### src/rtl/gpr_wb_sched.sv
// gpr_wb_sched: arbitrates the single GPR write port between pipeline WB and a late requester,
// and keeps the late-op scoreboard. Define GPR_WB_TRACE_EN for a write/protocol trace.
module gpr_wb_sched #(
    parameter int STARVE_MAX = 3,
    parameter int DW         = 32
) (
    input  logic          clk,
    input  logic          clr_n,
    input  logic          wb_we,
    input  logic [4:0]    wb_addr,
    input  logic [DW-1:0] wb_data,
    input  logic [DW-1:0] wb_pc,
    output logic          wb_stall,
    input  logic          lw_valid,
    input  logic [4:0]    lw_addr,
    input  logic [DW-1:0] lw_data,
    input  logic [DW-1:0] lw_pc,
    output logic          lw_ready,
    input  logic          rsv_valid,
    input  logic [4:0]    rsv_addr,
    output logic          rsv_ok,
    input  logic [4:0]    id_rs,
    input  logic [4:0]    id_rt,
    input  logic [4:0]    id_rd,
    output logic          id_stall,
    output logic          gpr_we,
    output logic [4:0]    gpr_waddr,
    output logic [DW-1:0] gpr_wd,
    output logic [DW-1:0] gpr_pc,
    output logic [31:0]   busy
);

    localparam int            CW      = $clog2(STARVE_MAX + 1);
    localparam logic [CW-1:0] CNT_MAX = CW'(STARVE_MAX);

    logic [CW-1:0] starve_cnt;
    logic          grant_lw;
    logic          win_valid;
    logic [4:0]    win_addr;
    logic [DW-1:0] win_data;
    logic [DW-1:0] win_pc;
    logic [31:0]   busy_q;
    logic [31:0]   busy_next;

    // Late requester wins when WB is idle or once it has waited STARVE_MAX cycles.
    assign grant_lw = lw_valid & (~wb_we | (starve_cnt == CNT_MAX));
    assign lw_ready = grant_lw;
    assign wb_stall = wb_we & grant_lw;

    assign rsv_ok   = (rsv_addr == 5'd0) | ~busy_q[rsv_addr];
    // busy_q[0] is held at 0, so register 0 never causes a stall.
    assign id_stall = busy_q[id_rs] | busy_q[id_rt] | busy_q[id_rd];
    assign busy     = busy_q;

    always_comb begin
        // NOTE: every always_comb output gets a default first so no path leaves it unassigned (no latch).
        win_valid = 1'b0;
        win_addr  = wb_addr;
        win_data  = wb_data;
        win_pc    = wb_pc;
        if (grant_lw) begin
            win_valid = 1'b1;
            win_addr  = lw_addr;
            win_data  = lw_data;
            win_pc    = lw_pc;
        end else if (wb_we) begin
            win_valid = 1'b1;
        end
    end

    always_comb begin
        busy_next = busy_q;
        if (grant_lw)
            busy_next[lw_addr] = 1'b0;
        if (rsv_valid && rsv_ok)
            busy_next[rsv_addr] = 1'b1;
        busy_next[0] = 1'b0;
    end

    always_ff @(posedge clk or negedge clr_n) begin
        if (!clr_n) begin
            starve_cnt <= '0;
        end else if (!lw_valid || grant_lw) begin
            // NOTE: sequential state uses non-blocking assignment so all flops update from pre-edge values.
            starve_cnt <= '0;
        end else if (starve_cnt != CNT_MAX) begin
            starve_cnt <= starve_cnt + 1'b1;
        end
    end

    always_ff @(posedge clk or negedge clr_n) begin
        if (!clr_n) begin
            busy_q <= '0;
        end else begin
            busy_q <= busy_next;
        end
    end

    // Output stage: the winner is registered; address-0 writes are consumed without a write.
    always_ff @(posedge clk or negedge clr_n) begin
        if (!clr_n) begin
            // NOTE: the data/PC registers are reset too, so the GPR port shows zeros after reset.
            gpr_we    <= 1'b0;
            gpr_waddr <= '0;
            gpr_wd    <= '0;
            gpr_pc    <= '0;
        end else begin
            gpr_we <= win_valid && (win_addr != 5'd0);
            if (win_valid) begin
                gpr_waddr <= win_addr;
                gpr_wd    <= win_data;
                gpr_pc    <= win_pc;
            end
        end
    end

`ifdef GPR_WB_TRACE_EN
    always_ff @(posedge clk) begin
        if (clr_n) begin
            if (gpr_we)
                $display("%d@%h: $%d <= %h", $time, gpr_pc, gpr_waddr, gpr_wd);
            if (grant_lw && (lw_addr != 5'd0) && !busy_q[lw_addr])
                $display("gpr_wb_sched error: late write to non-busy $%0d", lw_addr);
            if (rsv_valid && !rsv_ok)
                $display("gpr_wb_sched error: reservation of busy $%0d refused", rsv_addr);
        end
    end
`else
    // Default build: no trace logic.
`endif

endmodule
### config.mk
export PLATFORM = sky130hd
export DESIGN_NAME = gpr_wb_sched
export DESIGN_NICKNAME = d
export VERILOG_FILES = /design/src/rtl/gpr_wb_sched.sv
export SDC_FILE = /design/constraint.sdc
export NUM_CORES = 1
export LEC_CHECK = 0
export ABC_AREA = 1
export BUFFER_PORTS_ARGS = -buffer_cell sky130_fd_sc_hd__buf_2
export CORE_MARGIN = 5
export CORE_UTILIZATION = 40
export CTS_CLUSTER_SIZE = 40
export DETAILED_ROUTE_END_ITERATION = 10
export PLACE_DENSITY = 0.72
export SLEW_MARGIN = 20
export SYNTH_ARGS = -nofsm -noshare
export SYNTH_HDL_FRONTEND = slang
export SYNTH_SLANG_ARGS = --single-unit
### constraint.sdc
create_clock -name clk -period 1.6 [get_ports clk]
set_clock_uncertainty 0.15 [all_clocks]
set_input_delay 0.16 -clock clk [delete_from_list [all_inputs] [get_ports clk]]
set_output_delay 0.16 -clock clk [all_outputs]
set_load 0.01 [all_outputs]
# ---- Word level (Yosys, flattened, before mapping)
# Cells that the tools add are included.
dict set report word_totals {
  reg_bits 103
  in_bits 163
  output_inout_bits 106
  word_cells 57
}
dict set report classes {
  addsub 1
  order_cmp 7
  eq_ne 2
  n_mux 21
  n_bitwise 11
  n_reduce_logical 9
}
# op n
set op_table {}
lappend op_table {{$mux W32} 4}
lappend op_table {{$and A32 B32 Y32} 1}
lappend op_table {{$not A32 Y32} 1}
lappend op_table {{$or A32 B32 Y32} 1}
lappend op_table {{$lt A5 B6 Y1 const B} 5}
lappend op_table {{$bmux W1 S5} 4}
lappend op_table {{$demux W1 S5} 2}
lappend op_table {{$ge A5 B1 Y1 const B} 2}
lappend op_table {{$mux W1} 8}
lappend op_table {{$logic_not A5 Y1} 1}
lappend op_table {{$mux W5} 1}
lappend op_table {{$reduce_bool A5 Y1} 1}
lappend op_table {{$logic_and A1 B1 Y1} 4}
lappend op_table {{$mux W2} 2}
lappend op_table {{$or A1 B1 Y1} 4}
lappend op_table {{$add A2 B1 Y2 const B} 1}
lappend op_table {{$and A1 B1 Y1} 2}
lappend op_table {{$eq A2 B2 Y1 const B} 1}
lappend op_table {{$ne A2 B2 Y1 const B} 1}
lappend op_table {{$not A1 Y1} 2}
lappend op_table {{$reduce_bool A2 Y1} 1}
lappend op_table {{$logic_not A1 Y1} 1}
lappend op_table {{$logic_or A1 B1 Y1} 1}

# ---- Longest topological paths before layout
dict set report logic_depth {
  ltp_word 9
  ltp_mapped 12
  ltp_nobuf 10
}

# ---- Worst setup path before layout
# Ideal clock, no wire load.
dict set report synth_timing {
  path_type {register -> register}
  start {reg starve_cnt[0]}
  end {reg busy_q[22], in the netlist busy[22]}
  setup_ns 0.124
  t_arrival_ns 1.414
  required_time_ns 1.326
  slack_ns -0.087
  path_stages_with_launch 11
  n_path_buf 2
  period_less_slack_ns 1.687
  cell_sequence {dfrtp_1 > ha_1 > inv_1 > nand2_1 > nand2_2 > inv_2 > buf_2 > buf_4 > nand3_1 > o31ai_1 > nand2_1}
}
dict set report synth_via {
  elab_chain_cells 6
}
# item line
set synth_lines {}
lappend synth_lines {{start: declaration} 36} ;# logic [CW-1:0] starve_cnt;
lappend synth_lines {{start signal: assignment} 87} ;# starve_cnt <= starve_cnt + 1'b1;
lappend synth_lines {{$eq A2 B2 Y1 *} 46} ;# assign grant_lw = lw_valid & (~wb_we | (starve_cnt == CNT_MAX));
lappend synth_lines {{$or A1 B1 Y1 *} 46}
lappend synth_lines {{$and A1 B1 Y1 *} 46}
lappend synth_lines {{$mux W32 *} 73} ;# if (grant_lw)
lappend synth_lines {{$or A32 B32 Y32 (no source line)} -}
lappend synth_lines {{$mux W32 *} 75} ;# if (rsv_valid && rsv_ok)
lappend synth_lines {{net busy_next[22]} 43} ;# logic [31:0] busy_next;
lappend synth_lines {{end signal: assignment} 95} ;# busy_q <= busy_next;
lappend synth_lines {{end: declaration} 42} ;# logic [31:0] busy_q;
# The timed path passes the listed nets; every way through them passes the cells marked *.
# A chain may end at the register's enable or synchronous reset.

# ---- Worst setup path in the final report
dict set report layout_timing {
  start {reg starve_cnt[0]}
  end {reg gpr_wd[29]}
}
dict set report layout_via {
  elab_chain_cells 4
  elab_cells_between_ends 5
  cone_classes {eq/ne: 1; mux: 2; bitwise: 2}
}
# item line
set layout_lines {}
lappend layout_lines {{$eq A2 B2 Y1 *} 46}
lappend layout_lines {{$or A1 B1 Y1 *} 46}
lappend layout_lines {{$and A1 B1 Y1 *} 46}
lappend layout_lines {{$mux W32 / $mux W1 (equally long branches)} 61} ;# if (grant_lw) begin
lappend layout_lines {{end signal: assignment} 111} ;# gpr_wd <= win_data;
lappend layout_lines {{end: declaration} 28} ;# output logic [DW-1:0] gpr_wd,
# Every way passes the cells marked *; elsewhere a longest branch is shown, timed or not.

==> impl.org <==
** Power
- Sequential Power Share :: 0.344
- Worst IR Drop VDD :: 0.0005734 V
- Static Leakage :: between 5 and 6 nW
- The share of total power dissipated in combinational logic is 0.431.
- Psw :: about 0.0041 W
- P per Cell Area :: around 850 nW/um^2
- Part of the total power dissipated in the clock network :: 0.225
- Of the total power, the share spent switching nets is 0.3993.
- Internal :: ~0.0062 W

** STA
- The routed design could run at a clock period as short as approximately 2500 ps.
- Share of the clock period used by the worst path :: 1.580
- Final Slew Violations :: 0
- For the pin with the worst max-slew slack, the measured transition is 925.4 ps.
- Once routing completed, OpenROAD measured the worst setup slack at -927.8 ps.
- Final Setup Violations :: about 110
- In this run the tightest slew margin relative to its limit is 0.3808.
- Fin. Hold Viols :: 0
- Sum of negative setup slack :: -43380 ps
- Setup repair after global routing could not meet its margin everywhere.
- Peak clock frequency supported by timing :: about 0.4 GHz

** Global routing
- The via count of the first global-routing pass came to about 9400.
- Number of antenna violations at the first check in global routing :: 7
- The first global-routing pass estimated about 51000 um of wire.
- Summed over all layers, the global routing overflow is 0.
- For this run, the total global-route usage over all layers was measured as 0.3580.
- Entering global routing, the biggest net connects 60 pins.

** Floorplanning
- Measured along the y axis, the die boundary spans approximately 140 um.
- In this run the standard cell core region covers about 16000 um^2.
- Initial Util :: 0.4024
- Total I/O pin count :: around 270
- The die covers around 18000 um^2.
- Std-Cell Rows :: between 40 and 50
- DIE WIDTH :: 135.7 um

** Routing
- Number of nets with antenna violations after detailed routing :: 0
- For this block, the initial DRC count from the detailed router was 1508.
- Routed via count :: a little over 10000
- After detailed routing, the number of remaining DRC violations is 0.
- In the final routed layout, each cell accounts on average for ~28 um.
- WL final :: about 45000 um
- The first detailed-routing pass took 7 iterations.
- Via/cell ratio :: around 6.4

** Final layout
- From synthesis to final layout, the design area changed by 92.38%.
- The final layout contains around 1600 nets.
- Layout cell share with drive strength beyond 1 :: 0.4681
- Finished Cell Area :: between 10000 and 15000 um^2

** Clock tree
- CTS Buf Count :: 9
- The root buffer cell chosen for the clock tree is clkbuf_16.
- CTS built an H-tree with a depth of 3.
- Clock tree from TritonCTS :: yes
- CTS clk-pin slew, worst paths :: roughly 80 ps
- Number of sinks driven by the clock tree :: approximately 100
- Maximum count of clock buffers along a single path :: 2
- For the worst-skew pair, the clock arrives at the later sink with an insertion delay of roughly 350 ps.

** Min path
- Class of the tightest hold or removal check :: input port to flip-flop

** Synth
- Synthesized area :: roughly 6300 um^2
- Proportion of synthesized chip area in sequential cells :: 0.4077
- A synthesized cell averages 6.857 um^2.
- In this run, synthesis produced a sequential element count of about 100.
- Total number of yosys warnings :: 0
- Mapped Nets :: approximately 1100
- Synthesis produced between 900 and 1000 cells.
- Distinct cells, synth :: 30

** Run
- Across the run, the number of max-cap violations was 0.

** Outcome
- Violated checks :: setup timing
- Result of the run :: finished, violations left

** Placed design
- Cell area reported after detailed placement :: slightly above 8000 um^2
- Half-perimeter wire length after placement :: approximately 18000 um
- In this run the tool buffered the top-level ports with around 270 buffer cells.
- Weighted congestion reported at the end of routability-driven placement :: between 0.9 and 1
- Setup slack after placement :: -169.9 ps

** Setup path
- Maximum net fanout on the critical path :: 7
- Data on the critical path is required at its endpoint by about 1700 ps.
- Critical path startpoint category :: flip-flop
- Type of element capturing the critical path :: flip-flop
- Endpoint arrival time on the critical path :: 2580 ps
- Category of the critical setup timing path :: flip-flop to flip-flop
-- registers in the layout, summed over array words and instances (netlist names) --
signal and count:
busy 31, gpr_wd 32, gpr_waddr 5, gpr_pc 32, gpr_we 1, starve_cnt 2
-- final timing paths --
path	depth (start not counted)	from	slack (ps)	to
worst min-delay path	3	lw_data[18]	10	gpr_wd[18]
worst min register to register	2	gpr_wd[6]	350	gpr_wd[6]
worst max register to register	9	starve_cnt[0]	-930	gpr_wd[29]
worst max-delay path	9	starve_cnt[0]	-930	gpr_wd[29]
max in group asynchronous	3	clr_n	550	busy[3]
min in group asynchronous	2	clr_n	150	gpr_pc[27]
-- final cells by class --
| cell class | instances | area (um^2) |
|---|---|---|
| inverter | 60 | 227.7 |
| clock buffer | 14 | 284.0 |
| timing repair buffer | 512 | 4175 |
| antenna | 12 | 30.03 |
| clock inverter | 2 | 12.51 |
| tap | 216 | 270.3 |
| multi-input combinational | 702 | 4569 |
| fill | 872 | 3550 |
| sequential | 103 | 2594 |
-- synthesized netlist by cell type (all sizes together) --
cell type  instances  area, um^2
a31oi              1       6.260
a41oi              1       8.760
and2               1       6.260
buf               40       239.0
clkbuf            17       63.81
conb               1       3.750
dfrtp            103        2577
ha                 1       12.51
inv               60       225.2
mux2               2       22.52
nand2            278        1056
nand3             90       450.4
nand3b             1       7.510
nand4             32       200.2
nor2             174       670.7
nor3               9       45.04
nor3b              1       7.510
o211ai             1       7.510
o21ai             42       210.2
o31ai             66       495.5
or2                1       6.260
-- metal layers --
metal / part of all wire / vias up / routed length [um] / GRT usage
met5: 0.00027 / - / 12 / 0
met1: 0.31 / 4656 / 13690 / 0.4127
met2: 0.42 / 1250 / 18880 / 0.6079
met4: 0.12 / 2 / 5364 / 0.1999
met3: 0.15 / 465 / 6686 / 0.08878
li1: - / 3972 / - / -
-- critical path, stage by stage (launching register included) --
cell and delay, ps:
dfrtp_1 430, ha_2 280, inv_2 70, nand2_4 70
nand2_4 70, buf_6 150, buf_12 150, buf_8 140
nor2_1 700, o31ai_4 150
-- kinds of logic after synthesis --
group,count (synthesis),synth area share
and+or+nand+nor,587,0.3875
buffers and inverters,117,0.08352
AOI/OAI and AO/OA,111,0.1152
DFF,103,0.4077
muxes,2,0.003562
adders and majority gates,1,0.001979
other,1,0.0005931
-- per-stage QoR --
step	instances	total power, W	utilization	hold WS (ps)
6_report	1621	0.01038	0.7741	14.83
5_1_grt	1616	0.01065	0.7733	6.774
4_1_cts	1608	0.009295	0.7199	5.758
3_5_place_dp	1417	0.006215	0.5287	-51.41
3_3_place_gp	1417	0.006176	0.5287	-48.74
2_1_floorplan	922	0.004719	-	-285.6
-- power by group through the flow --
| stage | Combinational [W] | Sequential (W) | Clock (W) |
|---|---|---|---|
| after floorplan | 0.00118 | 0.00354 | 0 |
| after detailed placement | 0.00280 | 0.00341 | 0 |
| after global placement | 0.00275 | 0.00342 | 0 |
| final | 0.00447 | 0.00357 | 0.00234 |
| after CTS | 0.00367 | 0.00341 | 0.00222 |
| after global routing | 0.00468 | 0.00359 | 0.00239 |
-- cells in the final DEF (no fill, tap or decap), types with 11 or more instances in the layout --
| master | n |
|---|---|
| buf_2 | 262 |
| nand2_1 | 254 |
| dlygate4sd3_1 | 130 |
| dfrtp_1 | 90 |
| nand3_1 | 79 |
| nor2_1 | 72 |
| nor2_4 | 68 |
| o31ai_2 | 46 |
| inv_1 | 44 |
| buf_4 | 42 |
| buf_6 | 35 |
| nor2_2 | 34 |
| nand4_1 | 32 |
| buf_12 | 30 |
| o31ai_4 | 17 |
| o21ai_2 | 16 |
| inv_2 | 15 |
| o21ai_1 | 13 |
| dfrtp_2 | 13 |
| diode_2 | 12 |
| nand2_2 | 12 |
| nand3_2 | 11 |
| clkbuf_16 | 11 |
-- timing repair --
item	CTS	global route
pin swaps	58	92
cloned	15	2
hold buffers	130	0
endpoints found under the setup margin	102	107
gates resized for setup	228	243
setup buffers	30	20
hold endpoints to repair	172	0
Note: power is estimated with default switching activity, not from simulation.
